$ cat src/rtl/state_frame_pkg.sv
// state_frame_pkg
//   Constants and FSM encoding shared by the state stream producer
//   (state_giver) and its consumer (state_uart_sender).
//   FRAME_LEN    : bytes per frame, header and footer included
//   FRAME_HEADER : first four bytes of every frame, in wire order
//   FRAME_FOOTER : last four bytes of every frame, in wire order
//   frame_state_e: sender FSM states
package state_frame_pkg;

  localparam int          FRAME_LEN    = 80;
  localparam logic [31:0] FRAME_HEADER = 32'h0A55FACE;
  localparam logic [31:0] FRAME_FOOTER = 32'hA25EFACE;

  typedef enum logic [1:0] {
    ST_HUNT    = 2'd0,
    ST_CAPTURE = 2'd1,
    ST_CHECK   = 2'd2,
    ST_SEND    = 2'd3
  } frame_state_e;

endpackage

$ cat src/rtl/uart_tx_byte.sv
// uart_tx_byte
//   8N1 UART transmitter for one byte at a time, LSB first.
//   clk, rst_n : clock, asynchronous active-low reset
//   data       : byte to send, taken when valid is accepted
//   valid      : byte offered; accepted when idle or when ready is high
//   ready      : high on the last cycle of the stop bit, so the parent can
//                offer the next byte on that same cycle with no idle gap
//   txd        : serial line, idle high, registered
module uart_tx_byte #(
  parameter int CLKS_PER_BIT = 868
) (
  input  logic       clk,
  input  logic       rst_n,
  input  logic [7:0] data,
  input  logic       valid,
  output logic       ready,
  output logic       txd
);

  localparam int            BW        = $clog2(CLKS_PER_BIT);
  localparam logic [BW-1:0] BAUD_LAST = BW'(CLKS_PER_BIT - 1);

  logic          active_q, active_d;
  logic [BW-1:0] baud_q, baud_d;
  logic [3:0]    bit_q, bit_d;     // 0 start, 1..8 data, 9 stop
  logic [7:0]    shift_q, shift_d;
  logic          txd_q, txd_d;
  logic          bit_end, load;

  assign bit_end = active_q && (baud_q == BAUD_LAST);
  assign ready   = bit_end && (bit_q == 4'd9);
  assign load    = valid && (!active_q || ready);
  assign txd     = txd_q;

  always_comb begin
    active_d = active_q;
    baud_d   = baud_q;
    bit_d    = bit_q;
    shift_d  = shift_q;
    txd_d    = txd_q;
    if (load) begin
      active_d = 1'b1;
      baud_d   = '0;
      bit_d    = 4'd0;
      shift_d  = data;
      txd_d    = 1'b0;
    end else if (active_q) begin
      if (bit_end) begin
        baud_d = '0;
        if (bit_q == 4'd9) begin
          active_d = 1'b0;
          txd_d    = 1'b1;
        end else begin
          bit_d = bit_q + 4'd1;
          // leaving bit 8 enters the stop bit; otherwise the next data bit
          // sits at shift_q[0]
          if (bit_q == 4'd8) begin
            txd_d = 1'b1;
          end else begin
            txd_d   = shift_q[0];
            shift_d = {1'b0, shift_q[7:1]};
          end
        end
      end else begin
        baud_d = baud_q + BW'(1);
      end
    end
  end

  always_ff @(posedge clk or negedge rst_n) begin
    if (!rst_n) begin
      active_q <= 1'b0;
      baud_q   <= '0;
      bit_q    <= 4'd0;
      shift_q  <= 8'd0;
      txd_q    <= 1'b1;
    end else begin
      active_q <= active_d;
      baud_q   <= baud_d;
      bit_q    <= bit_d;
      shift_q  <= shift_d;
      txd_q    <= txd_d;
    end
  end

endmodule

$ cat src/rtl/state_uart_sender.sv
// state_uart_sender
//   Hunts the free-running state stream for a frame header, captures one
//   full frame, checks its footer and replays it over an 8N1 UART line.
//   clk, rst_n  : clock (same as the stream), asynchronous active-low reset
//   state_byte  : stream byte, new every cycle, no handshake
//   txd         : UART line, idle high
//   busy        : high from capture start until the last stop bit completes
//   frame_sent  : one-cycle pulse after the last stop bit of a frame
//   frame_err   : one-cycle pulse when a captured frame has a bad footer
//   frame_count : frames sent, wraps at 16 bits
module state_uart_sender #(
  parameter int CLKS_PER_BIT = 868,
  parameter int FRAME_LEN    = state_frame_pkg::FRAME_LEN
) (
  input  logic        clk,
  input  logic        rst_n,
  input  logic [7:0]  state_byte,
  output logic        txd,
  output logic        busy,
  output logic        frame_sent,
  output logic        frame_err,
  output logic [15:0] frame_count
);

  import state_frame_pkg::*;

  localparam logic [6:0] LAST_IDX = 7'(FRAME_LEN - 1);

  frame_state_e state_q, state_d;
  logic [31:0]  win_q, win_d;
  logic [6:0]   idx_q, idx_d;      // capture write index
  logic [6:0]   ptr_q, ptr_d;      // byte currently on the wire
  logic [15:0]  count_q, count_d;
  logic         frame_sent_q, frame_sent_d;
  logic         frame_err_q, frame_err_d;

  logic [7:0]   frame_buf_q [FRAME_LEN];
  logic         hdr_wr, cap_wr;
  logic [6:0]   rd_addr;
  logic         tx_valid, tx_ready;
  logic [7:0]   tx_data;
  logic         footer_ok;

  // The window shifts in every state, so a header that straddles the
  // return to HUNT is still seen whole on HUNT's first cycle.
  assign win_d = {win_q[23:0], state_byte};

  // During CHECK the window holds exactly the last four captured bytes
  // (buf[FRAME_LEN-4..FRAME_LEN-1]), which keeps the buffer to a single
  // read port used only by the transmitter.
  assign footer_ok = (win_q == FRAME_FOOTER);

  assign tx_data = frame_buf_q[rd_addr];

  always_comb begin
    state_d      = state_q;
    idx_d        = idx_q;
    ptr_d        = ptr_q;
    count_d      = count_q;
    frame_sent_d = 1'b0;
    frame_err_d  = 1'b0;
    hdr_wr       = 1'b0;
    cap_wr       = 1'b0;
    tx_valid     = 1'b0;
    rd_addr      = 7'd0;
    unique case (state_q)
      ST_HUNT: begin
        if (win_d == FRAME_HEADER) begin
          hdr_wr  = 1'b1;
          idx_d   = 7'd4;
          state_d = ST_CAPTURE;
        end
      end
      ST_CAPTURE: begin
        cap_wr = 1'b1;
        idx_d  = idx_q + 7'd1;
        if (idx_q == LAST_IDX) state_d = ST_CHECK;
      end
      ST_CHECK: begin
        if (footer_ok) begin
          // first byte is offered here so txd drops on the first SEND cycle
          tx_valid = 1'b1;
          rd_addr  = 7'd0;
          ptr_d    = 7'd0;
          state_d  = ST_SEND;
        end else begin
          frame_err_d = 1'b1;
          state_d     = ST_HUNT;
        end
      end
      ST_SEND: begin
        if (tx_ready) begin
          if (ptr_q == LAST_IDX) begin
            frame_sent_d = 1'b1;
            count_d      = count_q + 16'd1;
            state_d      = ST_HUNT;
          end else begin
            tx_valid = 1'b1;
            rd_addr  = ptr_q + 7'd1;
            ptr_d    = ptr_q + 7'd1;
          end
        end
      end
      default: state_d = ST_HUNT;
    endcase
  end

  always_ff @(posedge clk or negedge rst_n) begin
    if (!rst_n) begin
      state_q      <= ST_HUNT;
      win_q        <= 32'd0;
      idx_q        <= 7'd0;
      ptr_q        <= 7'd0;
      count_q      <= 16'd0;
      frame_sent_q <= 1'b0;
      frame_err_q  <= 1'b0;
    end else begin
      state_q      <= state_d;
      win_q        <= win_d;
      idx_q        <= idx_d;
      ptr_q        <= ptr_d;
      count_q      <= count_d;
      frame_sent_q <= frame_sent_d;
      frame_err_q  <= frame_err_d;
    end
  end

  // Frame store; contents only matter after a capture, so no reset.
  always_ff @(posedge clk) begin
    if (hdr_wr) begin
      for (int k = 0; k < 4; k++) frame_buf_q[k] <= FRAME_HEADER[8*(3-k) +: 8];
    end else if (cap_wr) begin
      frame_buf_q[idx_q] <= state_byte;
    end
  end

  uart_tx_byte #(
    .CLKS_PER_BIT(CLKS_PER_BIT)
  ) u_tx (
    .clk  (clk),
    .rst_n(rst_n),
    .data (tx_data),
    .valid(tx_valid),
    .ready(tx_ready),
    .txd  (txd)
  );

  assign busy        = (state_q != ST_HUNT);
  assign frame_sent  = frame_sent_q;
  assign frame_err   = frame_err_q;
  assign frame_count = count_q;

endmodule

$ cat config.mk
export PLATFORM = sky130hd
export DESIGN_NAME = state_uart_sender
export DESIGN_NICKNAME = d
export VERILOG_FILES = /design/src/rtl/state_frame_pkg.sv /design/src/rtl/uart_tx_byte.sv /design/src/rtl/state_uart_sender.sv
export SDC_FILE = /design/constraint.sdc
export NUM_CORES = 1
export LEC_CHECK = 0
export CAP_MARGIN = 20
export CORE_MARGIN = 1
export CORE_UTILIZATION = 32
export DETAILED_ROUTE_END_ITERATION = 8
export HOLD_SLACK_MARGIN = 0.08
export SYNTH_ARGS = -nofsm -noshare
export SYNTH_HDL_FRONTEND = slang
export SYNTH_SLANG_ARGS = --single-unit
$ cat constraint.sdc
create_clock -name clk -period 2.8 [get_ports clk]
set_input_delay 0.7 -clock clk [delete_from_list [all_inputs] [get_ports clk]]
set_output_delay 0.7 -clock clk [all_outputs]
set_load 0.1 [all_outputs]
==> results of run 1 <==
## Yosys cell counts (34+ instances only)
cell type and instances:
sky130_fd_sc_hd__edfxtp_1 640, sky130_fd_sc_hd__o21ai_0 139, sky130_fd_sc_hd__nor2_1 178, sky130_fd_sc_hd__a21oi_1 101, sky130_fd_sc_hd__nand3_1 118, sky130_fd_sc_hd__mux2i_1 76
sky130_fd_sc_hd__o211ai_1 41, sky130_fd_sc_hd__clkbuf_1 86, sky130_fd_sc_hd__nand2_1 280, sky130_fd_sc_hd__nor3_1 40, sky130_fd_sc_hd__a211oi_1 34, sky130_fd_sc_hd__dfrtp_1 89
## worst max-delay path, stage by stage (launching register included)
cell	delay, ns
sky130_fd_sc_hd__dfrtp_1	0.42
sky130_fd_sc_hd__or3b_4	0.43
sky130_fd_sc_hd__o21ai_4	0.20
sky130_fd_sc_hd__buf_6	0.14
sky130_fd_sc_hd__nor3_4	0.04
sky130_fd_sc_hd__buf_12	0.15
sky130_fd_sc_hd__buf_4	0.14
sky130_fd_sc_hd__buf_16	0.15
sky130_fd_sc_hd__buf_4	0.15
sky130_fd_sc_hd__a221oi_4	0.29
sky130_fd_sc_hd__a211oi_2	0.06
sky130_fd_sc_hd__o32a_1	0.39
sky130_fd_sc_hd__o2111a_1	0.18
sky130_fd_sc_hd__a21oi_2	0.15
sky130_fd_sc_hd__o22ai_1	0.10
## logic make-up after synthesis
group	share of synthesized area
adder cells (fa/ha/maj)	0.002910
AO/OA/AOI/OAI	0.09721
AND/OR/NAND/NOR	0.1240
multiplexers	0.03501
buffers and inverters	0.01921
flip-flops	0.7136
XOR/XNOR	0.008150
## routing by layer
| layer | GRT usage | wire length [um] | share of wire | up-vias |
|---|---|---|---|---|
| li1 | - | - | - | 9451 |
| met4 | 0.06618 | 3224 | 0.032 | 0 |
| met3 | 0.03734 | 9035 | 0.090 | 171 |
| met1 | 0.2986 | 42830 | 0.42 | 10820 |
| met5 | 0 | 0 | 0 | - |
| met2 | 0.3295 | 45840 | 0.45 | 1048 |
## state kept, by name, summed over array words and instances (netlist names)
signal         count
frame_sent         1
state_q            2
frame_buf_q      640
u_tx.txd           1
u_tx.baud_q       10
win_q             32
frame_err          1
idx_q              7
ptr_q              7
u_tx.active_q      1
u_tx.bit_q         4
u_tx.shift_q       8
frame_count       16
## metrics by stage
step / setup TNS (ns) / total power [mW] / hold WS [ns]
6_report: -2.300 / 22.77 / 0.3745
5_1_grt: -2.978 / 23.37 / 0.3804
4_1_cts: -1.776 / 22.92 / 0.3773
3_5_place_dp: -8.880 / 12.37 / 0.3638
3_3_place_gp: -8.622 / 12.35 / 0.3576
2_1_floorplan: -0.05133 / 12.11 / 0.3454
## where the power goes
group | switching, mW | internal (mW) | leakage, nW
Clock | 4.39 | 6.24 | 1.30
Combinational | 0.227 | 0.0345 | 5.51
Sequential | 0.0183 | 11.9 | 6.93
Total | 4.63 | 18.1 | 13.7
## final cells by class
cell class | instances | area (sq um)
well taps | 1254 | 1569
flip-flops and latches | 730 | 21480
multi-input cells | 1381 | 8661
inverters | 11 | 41.29
fillers | 8467 | 54400
clock buffers | 96 | 2145
repair buffers | 494 | 4369
diodes | 2 | 5.005
clock inverters | 50 | 524.3
## worst min-delay path by stage
stage / from / to
final: win_q[0]$_DFF_PN0_ / win_q[8]$_DFF_PN0_
after global routing: win_q[0]$_DFF_PN0_ / win_q[8]$_DFF_PN0_
after CTS: win_q[0]$_DFF_PN0_ / win_q[8]$_DFF_PN0_
after detailed placement: win_q[0]$_DFF_PN0_ / win_q[8]$_DFF_PN0_
after global placement: win_q[21]$_DFF_PN0_ / win_q[29]$_DFF_PN0_
after floorplan: win_q[16]$_DFF_PN0_ / win_q[24]$_DFF_PN0_
## timing repair
| item | CTS | global route |
|---|---|---|
| endpoints found under the hold margin | 35 | 0 |
| pin swaps | 14 | 23 |
| setup endpoints to repair | 18 | 18 |
| buffers inserted | 11 | 8 |
| cloned | 2 | 1 |
| gates resized for setup | 83 | 61 |
| hold buffers | 1 | 0 |
==> flow_summary_export.csv, run 1 <==
group,metric,value,unit
clock_tree,cts_root_buffer,"sky130_fd_sc_hd__clkbuf_16",
sta,setup_violations,8,
synth,synthesis.nets,2269,
place,numPortBuffers,29,
sta,timing.fmax,320.3,MHz
cells_and_area,final_common_cell,"sky130_fd_sc_hd__edfxtp_1",
die,design.portCount,30,
power,power.ir.vdd_worst,416.2,uV
grt,grt_start_max_net_pins,82,
synth,top_post_synthesis_cells_by_area,"sky130_fd_sc_hd__edfxtp_1, sky130_fd_sc_hd__dfrtp_1, sky130_fd_sc_hd__nand2_1",
worst_setup_path,crit_end,"u_tx.shift_q[0]$_DFFE_PN0P_",
worst_setup_path,crit_path_end_kind,"flop",
hold_path,timing.hold.worst.class,"reg -> reg",
outcome,violations_in_the_final_reports,"negative setup slack",
synth,seq_area_frac_synth,0.7136,
cells_and_area,final_cells,4018,
sta,setup_skew_after_layout,0.02892,ns
worst_setup_path,crit_path_start_kind,"flop",
cells_and_area,post_route_cells_drive_above_1_share,0.2748,
synth,netlist_instances,2252,
route,vias_cell,5.349,
route,totalWireLength,100900,um
clock_tree,cts-root-to-sink-buffers,3,
clock_tree,cts_tree,"done",
synth,synthesis.yosys.warnings,0,
cells_and_area,area_growth,28.91,%
route,routed-via-count,21490,
worst_setup_path,startpoint,"ptr_q[4]$_DFFE_PN0P_",
sta,tightestPinTransition,0.9857,ns
sta,min_period,3.122,ns
worst_setup_path,required,3.31,ns
cells_and_area,finalNetCount,2715,
sta,setup_repair_after_global_routing_missed_its_margin,"true",
synth,synth_enable_flop_cells,640,
worst_setup_path,critical_path_arrival,3.63,ns
place,detailed_place.area,35260,sq um
synth,synth_async_sr_flop_share,0.1233,
sta,maxSlewHeadroom,0.3429,
job,drv_cap,0,
power,leakage,13.74,nW
sta,final-max-slew-violation-count,0,
clock_tree,clk_latency,0.64,ns
place,dpl_worst_slack,-0.7025,ns
clock_tree,clock_sink_count,730,
clock_tree,cts_buffers,80,
synth,synthDominantCellAreaShare,0.6387,
sta,setup_slack,-0.3220,ns
sta,hold_violations,0,
cells_and_area,postLayoutCoreUtil,0.4163,
grt,grt_antenna_before_repair,2,
synth,postSynth.topFlopCell,"sky130_fd_sc_hd__edfxtp_1",
synth,ys_seq_elements,730,
grt,first_pass_grt_wire_length,146100,um
cells_and_area,layout_common_cells,"sky130_fd_sc_hd__edfxtp_1, sky130_fd_sc_hd__buf_4, sky130_fd_sc_hd__nand2_1",
route,drt-initial-drc-count,2644,
outcome,run_status,"complete, but fails checks",
route,first_pass_iters,6,
die,core,93190,sq um
worst_setup_path,reg2reg_setup_slack,-0.32,ns
route,postRouteAntennaNets,0,
synth,netlist.top_cell.by_area,"sky130_fd_sc_hd__edfxtp_1",
power,power.density_cell_area,587.0,nW/um^2
grt,grt-ovfl-total,0,
hold_path,whs_path_depth,0,
sta,finalCritPeriodShare,1.115,
cells_and_area,postLayoutCellArea,38790,sq um
worst_setup_path,depth_of_the_worst_register_to_register_path,14,
synth,syn-mean-instance-area,13.36,sq um
die,initial_utilization,0.3229,
synth,synth.distinct_cells,87,
place,dpl.cell_count,3848,
worst_setup_path,reg2reg_from,"ptr_q[4]$_DFFE_PN0P_",
die,die-area,95260,sq um
route,drt_drc_violations_left,0,
die,x_dimension_of_the_die,308.7,um
place,dpl.hpwl,69270,um
die,die_height,308.7,um
die,placementRows,112,
grt,grt_pass1_vias,21060,
synth,synth_area,30090,sq um
place,gpl.final_weighted_congestion,0.9676,
grt,grt.total_usage,0.2113,
clock_tree,cts.clk_slew.worst_paths,0.06,ns
worst_setup_path,timing.critical_path.fanout_max,7,
worst_setup_path,critPathKind,"reg -> reg",
worst_setup_path,regToRegEndpoint,"u_tx.shift_q[0]$_DFFE_PN0P_",
clock_tree,cts.htree.levels,3,
route,routedWlPerCell,25.12,um
Power figures use the tool's default switching activity.
==> inputs of run 2 (changes only) <==
Settings changed: MAX_ROUTING_LAYER from default to met4.
==> run 2 against run 1 <==
  * Final cell count up 0.37%
  * Largest power group unchanged
  * Largest cell class unchanged
  * Combinational power about the same
  * Sequential power about the same
  * Hold slack worse by 0.30 ns
  * Sequential share of layout area down 0.96 points
  * The flow still finishes with violations (negative setup slack)
==> flow_summary_export.csv, run 2 (synthesized netlist as in run 1, its figures left out) <==
group,metric,value,unit
outcome,run_status,"complete, but fails checks",
outcome,violations_in_the_final_reports,"negative setup slack",
cells_and_area,final_cells,4033,
sta,setup_repair_after_global_routing_missed_its_margin,"true",
worst_setup_path,timing.critical_path.fanout_max,8,
clock_tree,cts.htree.levels,3,
grt,grt.total_usage,0.2234,
sta,min_period,3.070,ns
clock_tree,cts-root-to-sink-buffers,3,
job,drv_cap,0,
clock_tree,clock_sink_count,730,
cells_and_area,largest_register_ff_count,640,
worst_setup_path,crit_path_end_kind,"flop",
power,power.density_cell_area,578.8,nW/um^2
place,numPortBuffers,29,
die,core,93190,sq um
cells_and_area,post_route_cells_drive_above_1_share,0.3003,
worst_setup_path,critical-path-top-delay-family,"compound AO/OA/AOI/OAI gates",
cells_and_area,postLayoutCoreUtil,0.4236,
die,placementRows,112,
place,gpl.final_weighted_congestion,0.9635,
cells_and_area,area_growth,31.19,%
worst_setup_path,cp_slowest_stage_delay,0.54,ns
clock_tree,cts.clk_slew.worst_paths,0.06,ns
grt,grt_start_max_net_pins,82,
cells_and_area,seq_area,21480,sq um
worst_setup_path,crit_path_cell_chain,"inv_2 -> ha_4 -> nand3b_4 -> buf_6 -> or4_4 -> nor3_4 -> buf_12 -> buf_16 -> a21oi_1 -> a211oi_2 -> nor3_2 -> a311o_1 -> o211a_1 -> a21oi_2",
grt,grt_pass1_vias,21500,
route,postRouteAntennaNets,0,
sta,setup_slack,-0.2698,ns
hold_path,timing.hold.worst.class,"in -> async",
clock_tree,cts_buffers,79,
sta,hold_violations,0,
sta,finalCritPeriodShare,1.096,
power,leakage,13.99,nW
worst_setup_path,critPathKind,"reg -> reg",
cells_and_area,final_common_cell,"sky130_fd_sc_hd__edfxtp_1",
worst_setup_path,crit_path_start_kind,"flop",
cells_and_area,layout_common_cells,"sky130_fd_sc_hd__edfxtp_1, sky130_fd_sc_hd__buf_4, sky130_fd_sc_hd__nand2_1",
grt,grt-ovfl-total,0,
worst_setup_path,critical_path.slowest_cell,"sky130_fd_sc_hd__or4_4",
die,die-area,95260,sq um
clock_tree,clk_latency,0.65,ns
sta,maxSlewHeadroom,0.3602,
power,fin_total_pwr,22.85,mW
route,routed-via-count,21870,
power,power.ir.vdd_worst,426.7,uV
die,x_dimension_of_the_die,308.7,um
place,dpl.cell_count,3846,
cells_and_area,registers.top_by_ff_count,"frame_buf_q",
die,design.portCount,30,
sta,timing.fmax,325.8,MHz
clock_tree,cts_hold_buf,0,
sta,setup_violations,8,
route,vias_cell,5.422,
route,totalWireLength,103700,um
sta,setup_skew_after_layout,0.02749,ns
worst_setup_path,critical_path_arrival,3.64,ns
route,first_pass_iters,5,
route,routedWlPerCell,25.70,um
clock_tree,cts_root_buffer,"sky130_fd_sc_hd__clkbuf_16",
cells_and_area,n_fill_cell,8392,
worst_setup_path,required,3.37,ns
die,die_height,308.7,um
die,initial_utilization,0.3229,
clock_tree,cts_tree,"done",
route,drt-initial-drc-count,2578,
cells_and_area,multi_input_comb_area,9062,sq um
sta,final-max-slew-violation-count,0,
grt,grt_antenna_before_repair,1,
route,drt_drc_violations_left,0,
cells_and_area,finalNetCount,2727,
worst_setup_path,critical_path_buf_inv_count,4,
sta,tightestPinTransition,0.9597,ns
grt,first_pass_grt_wire_length,149700,um
place,dpl.hpwl,70260,um
==> run 2: worst register-to-register path, cell delays in order, from the launching register on <==
cell                       delay (ns)
sky130_fd_sc_hd__dfrtp_1         0.39
sky130_fd_sc_hd__inv_2           0.08
sky130_fd_sc_hd__ha_4            0.14
sky130_fd_sc_hd__nand3b_4        0.09
sky130_fd_sc_hd__buf_6           0.14
sky130_fd_sc_hd__or4_4           0.54
sky130_fd_sc_hd__nor3_4          0.17
sky130_fd_sc_hd__buf_12          0.15
sky130_fd_sc_hd__buf_16          0.17
sky130_fd_sc_hd__a21oi_1         0.10
sky130_fd_sc_hd__a211oi_2        0.22
sky130_fd_sc_hd__nor3_2          0.07
sky130_fd_sc_hd__a311o_1         0.32
sky130_fd_sc_hd__o211a_1         0.30
sky130_fd_sc_hd__a21oi_2         0.16
==> run 2: where the power goes <==
part | internal, mW | switching [mW] | leakage, nW
Sequential | 11.9 | 0.0173 | 6.93
Clock | 6.33 | 4.38 | 1.30
Combinational | 0.0344 | 0.226 | 5.76
==> run 2: path summary, 6_finish.rpt <==
path / startpoint / endpoint / slack, ns / cells after the start
setup / recovery: u_tx.bit_q[1]$_DFFE_PN0P_ / u_tx.shift_q[6]$_DFFE_PN0P_ / -0.27 / 14
hold / removal: rst_n / frame_count[15]$_DFFE_PN0P_ / 0.08 / 1
setup reg to reg: u_tx.bit_q[1]$_DFFE_PN0P_ / u_tx.shift_q[6]$_DFFE_PN0P_ / -0.27 / 14
hold reg to reg: win_q[0]$_DFF_PN0_ / win_q[8]$_DFF_PN0_ / 0.37 / 0
max in group asynchronous: rst_n / ptr_q[0]$_DFFE_PN0P_ / 2.00 / 2
min in group clk: win_q[0]$_DFF_PN0_ / win_q[8]$_DFF_PN0_ / 0.37 / 0
==> run 2: per-layer routing <==
metal | GRT usage | vias to the layer above | routed length [um]
met2 | 0.3418 | 1002 | 47720
met3 | 0.04104 | 171 | 8674
met1 | 0.3016 | 11220 | 44110
met5 | - | - | 0
li1 | - | 9474 | -
met4 | 0.06722 | 0 | 3154
==> run 2: cell type report <==
class	instances	area share
Timing Repair Buffer	507	0.1177
Inverter	11	0.001046
Tap cell	1254	0.03975
Multi-Input combinational cell	1381	0.2296
Antenna cell	2	0.0001268
Clock buffer	111	0.05623
Clock inverter	37	0.01154
Sequential cell	730	0.5441
==> run 2: repair_timing <==
item | in CTS | in global routing
pin swaps | 59 | 28
resized for setup | 195 | 73
setup endpoints to repair | 32 | 23
setup buffers | 31 | 8
gates cloned | 4 | 1
==> run 2: metrics by stage <==
step	setup WS (ns)	TNS, ns	area (sq um)	hold WS [ns]
6_report	-0.2698	-1.736	39480	0.07763
5_1_grt	-0.3832	-2.350	39470	0.1110
2_1_floorplan	-0.05133	-0.05133	30110	0.3454
3_5_place_dp	-0.7583	-10.77	35270	0.3569
4_1_cts	-0.2591	-1.542	39090	0.08142
3_3_place_gp	-0.7074	-10.31	35270	0.3540
==> inputs of run 3 (changes only) <==
Settings changed: CORE_UTILIZATION 32 to 57, PLACE_DENSITY from default to 0.85.
Clock period 2.8 ns to 2.6 ns, I/O delays scaled along.
==> run 3 against run 2 <==
  * The run still ends with negative setup slack left
  * Sequential share of layout area is 2.9 points higher
  * Sequential cell count is the same
  * Routed wire length is 6.9% lower
  * Die area is 44% lower
  * Design area is 5.0% lower
  * Setup slack worse by 0.23 ns
  * Clock skew up 0.0086 ns
  * Largest cell class unchanged
  * Final cell count shrank 16%
  * Sequential power up 8%
  * Via count is 2.6% higher
  * Total power up 4.2%
  * Combinational power grew 11%
==> flow_summary_export.csv, run 3 (synthesized netlist as in run 1, its figures left out) <==
group,metric,value,unit
sta,setup_violations,8,
place,dpl.cell_count,3218,
clock_tree,cts-root-to-sink-buffers,3,
sta,finalCritPeriodShare,1.191,
die,die_height,231.8,um
sta,maxSlewHeadroom,0.4210,
die,x_dimension_of_the_die,231.8,um
sta,setup_slack,-0.4961,ns
clock_tree,cts.clk_slew.worst_paths,0.06,ns
cells_and_area,post_route_cells_drive_above_1_share,0.2731,
grt,grt_antenna_before_repair,0,
worst_setup_path,required,3.10,ns
power,power.ir.vdd_worst,582.9,uV
clock_tree,cts.htree.levels,3,
sta,final.setup.tns,-3.481,ns
place,dpl.hpwl,63870,um
route,routedWlPerCell,28.48,um
worst_setup_path,crit_top_cell,"sky130_fd_sc_hd__buf_6",
sta,min_period,3.096,ns
route,totalWireLength,96540,um
outcome,run_status,"complete, but fails checks",
route,first_pass_iters,8,
cells_and_area,number_of_antenna_cells_inserted,0,
route,drt-initial-drc-count,3385,
cells_and_area,final_common_cell,"sky130_fd_sc_hd__edfxtp_1",
grt,grt_pass1_vias,21840,
hold_path,timing.hold.worst.class,"reg -> reg",
cells_and_area,final_cells,3390,
worst_setup_path,crit_path_end_kind,"flop",
sta,hold_violations,0,
cells_and_area,finalNetCount,2672,
power,power.density_cell_area,634.7,nW/um^2
route,vias_cell,6.617,
clock_tree,cts_tree,"done",
die,core,51720,sq um
route,postRouteAntennaNets,0,
grt,grt_start_max_net_pins,79,
die,placementRows,83,
place,gpl.final_weighted_congestion,1.059,
grt,grt-ovfl-total,0,
cells_and_area,layout_common_cells,"sky130_fd_sc_hd__edfxtp_1, sky130_fd_sc_hd__buf_4, sky130_fd_sc_hd__nand2_1",
place,detailed_place.area,33940,sq um
die,die-area,53720,sq um
sta,timing.fmax,323.0,MHz
route,drt_drc_violations_left,0,
route,routed-via-count,22430,
clock_tree,clock_sink_count,730,
die,initial_utilization,0.5818,
sta,setup_repair_after_global_routing_missed_its_margin,"true",
worst_setup_path,crit_path_cell_chain,"inv_2 -> ha_4 -> nand3b_4 -> buf_6 -> nor3_4 -> and2_4 -> buf_6 -> buf_12 -> buf_4 -> mux4_2 -> nand2_1 -> a211o_1 -> a211oi_2 -> or3_1",
cells_and_area,n_fill_cell,3169,
grt,grt.total_usage,0.3726,
die,design.portCount,30,
clock_tree,cts_root_buffer,"sky130_fd_sc_hd__clkbuf_16",
power,fin_total_pwr,23.80,mW
outcome,violations_in_the_final_reports,"negative setup slack",
worst_setup_path,critical_path.slowest_cell,"sky130_fd_sc_hd__dfrtp_1",
clock_tree,clk_latency,0.63,ns
worst_setup_path,cp_slowest_stage_delay,0.39,ns
clock_tree,cts_buffers,74,
cells_and_area,postLayoutCoreUtil,0.7251,
worst_setup_path,crit_path_start_kind,"flop",
worst_setup_path,timing.critical_path.fanout_max,7,
cells_and_area,postLayoutCellArea,37500,sq um
job,drv_cap,0,
worst_setup_path,critical_path_arrival,3.60,ns
sta,tightestPinTransition,0.8685,ns
sta,setup_skew_after_layout,0.03613,ns
power,leakage,13.47,nW
grt,first_pass_grt_wire_length,140000,um
cells_and_area,area_growth,24.63,%
worst_setup_path,critical_path_buf_inv_count,5,
sta,final-max-slew-violation-count,0,
place,numPortBuffers,29,
cells_and_area,largest_register_ff_count,640,
worst_setup_path,critPathKind,"reg -> reg",
worst_setup_path,critical-path-top-delay-family,"simple AND/OR/NAND/NOR gates",
cells_and_area,registers.top_by_ff_count,"frame_buf_q",
run 3: cell types whose count changed in the layout (fill, tap and decap cells not counted), sizes merged:
cell         before  now
buf             505  454
diode             2    0
inv              15   14
clkinv           23   25
clkinvlp          2    1
bufinv            8    6
dlygate4sd3       0    1
clkbuf          112   97
run 3: final timing paths:
kind | startpoint | cells past startpoint | to | slack (ns)
worst max-delay path | u_tx.bit_q[1]$_DFFE_PN0P_ | 14 | u_tx.shift_q[7]$_DFFE_PN0P_ | -0.50
min in group asynchronous | rst_n | 2 | frame_count[11]$_DFFE_PN0P_ | 0.61
worst max register to register | u_tx.bit_q[1]$_DFFE_PN0P_ | 14 | u_tx.shift_q[7]$_DFFE_PN0P_ | -0.50
worst min-delay path | win_q[21]$_DFF_PN0_ | 0 | win_q[29]$_DFF_PN0_ | 0.37
worst min register to register | win_q[21]$_DFF_PN0_ | 0 | win_q[29]$_DFF_PN0_ | 0.37
max in group asynchronous | rst_n | 3 | win_q[5]$_DFF_PN0_ | 1.34
run 3: what timing repair did:
item                       in CTS  in global routing
hold buffers                    1                  0
hold endpoints to repair       43                  0
pin swaps                      37                 31
resized for setup             108                 82
buffers inserted               21                 18
gates cloned                    2                  1
setup endpoints to repair      29                 28
run 3: cell type report:
cell class                 instances  area (sq um)  area share
clock inverter                    35         327.8    0.008741
tap                              680         850.8     0.02269
multi-input combinational       1381          8782      0.2342
sequential                       730         21480      0.5728
inverter                          11         41.29    0.001101
clock buffer                      96          2102     0.05605
timing repair buffer             457          3918      0.1045
run 3: layer usage:
layer | track usage | share of wire | up-vias
li1 | - | - | 9360
met2 | 0.5433 | 0.44 | 1872
met3 | 0.1014 | 0.14 | 351
met5 | - | 0 | -
met4 | 0.1774 | 0.058 | 0
met1 | 0.4869 | 0.36 | 10850
run 3: power by group:
part           internal (mW)  switching (mW)  leakage [nW]
clock                   6.29            4.43          1.20
sequential              12.8          0.0207          6.92
combinational         0.0400           0.249          5.35
total                   19.1            4.70          13.5
run 3: metrics by stage:
stage	hold slack (ns)	setup WS, ns
after floorplan	0.3454	-0.1888
after global placement	0.3531	-0.7563
after detailed placement	0.3577	-0.7390
after CTS	0.3626	-0.4712
after global routing	0.3780	-0.5722
final	0.3713	-0.4961
run 3: worst reg2reg max path, cell delays in order (launching register included):
cell	delay, ns
sky130_fd_sc_hd__dfrtp_1	0.39
sky130_fd_sc_hd__inv_2	0.08
sky130_fd_sc_hd__ha_4	0.15
sky130_fd_sc_hd__nand3b_4	0.11
sky130_fd_sc_hd__buf_6	0.15
sky130_fd_sc_hd__nor3_4	0.25
sky130_fd_sc_hd__and2_4	0.26
sky130_fd_sc_hd__buf_6	0.16
sky130_fd_sc_hd__buf_12	0.17
sky130_fd_sc_hd__buf_4	0.19
sky130_fd_sc_hd__mux4_2	0.36
sky130_fd_sc_hd__nand2_1	0.11
sky130_fd_sc_hd__a211o_1	0.15
sky130_fd_sc_hd__a211oi_2	0.10
sky130_fd_sc_hd__or3_1	0.37
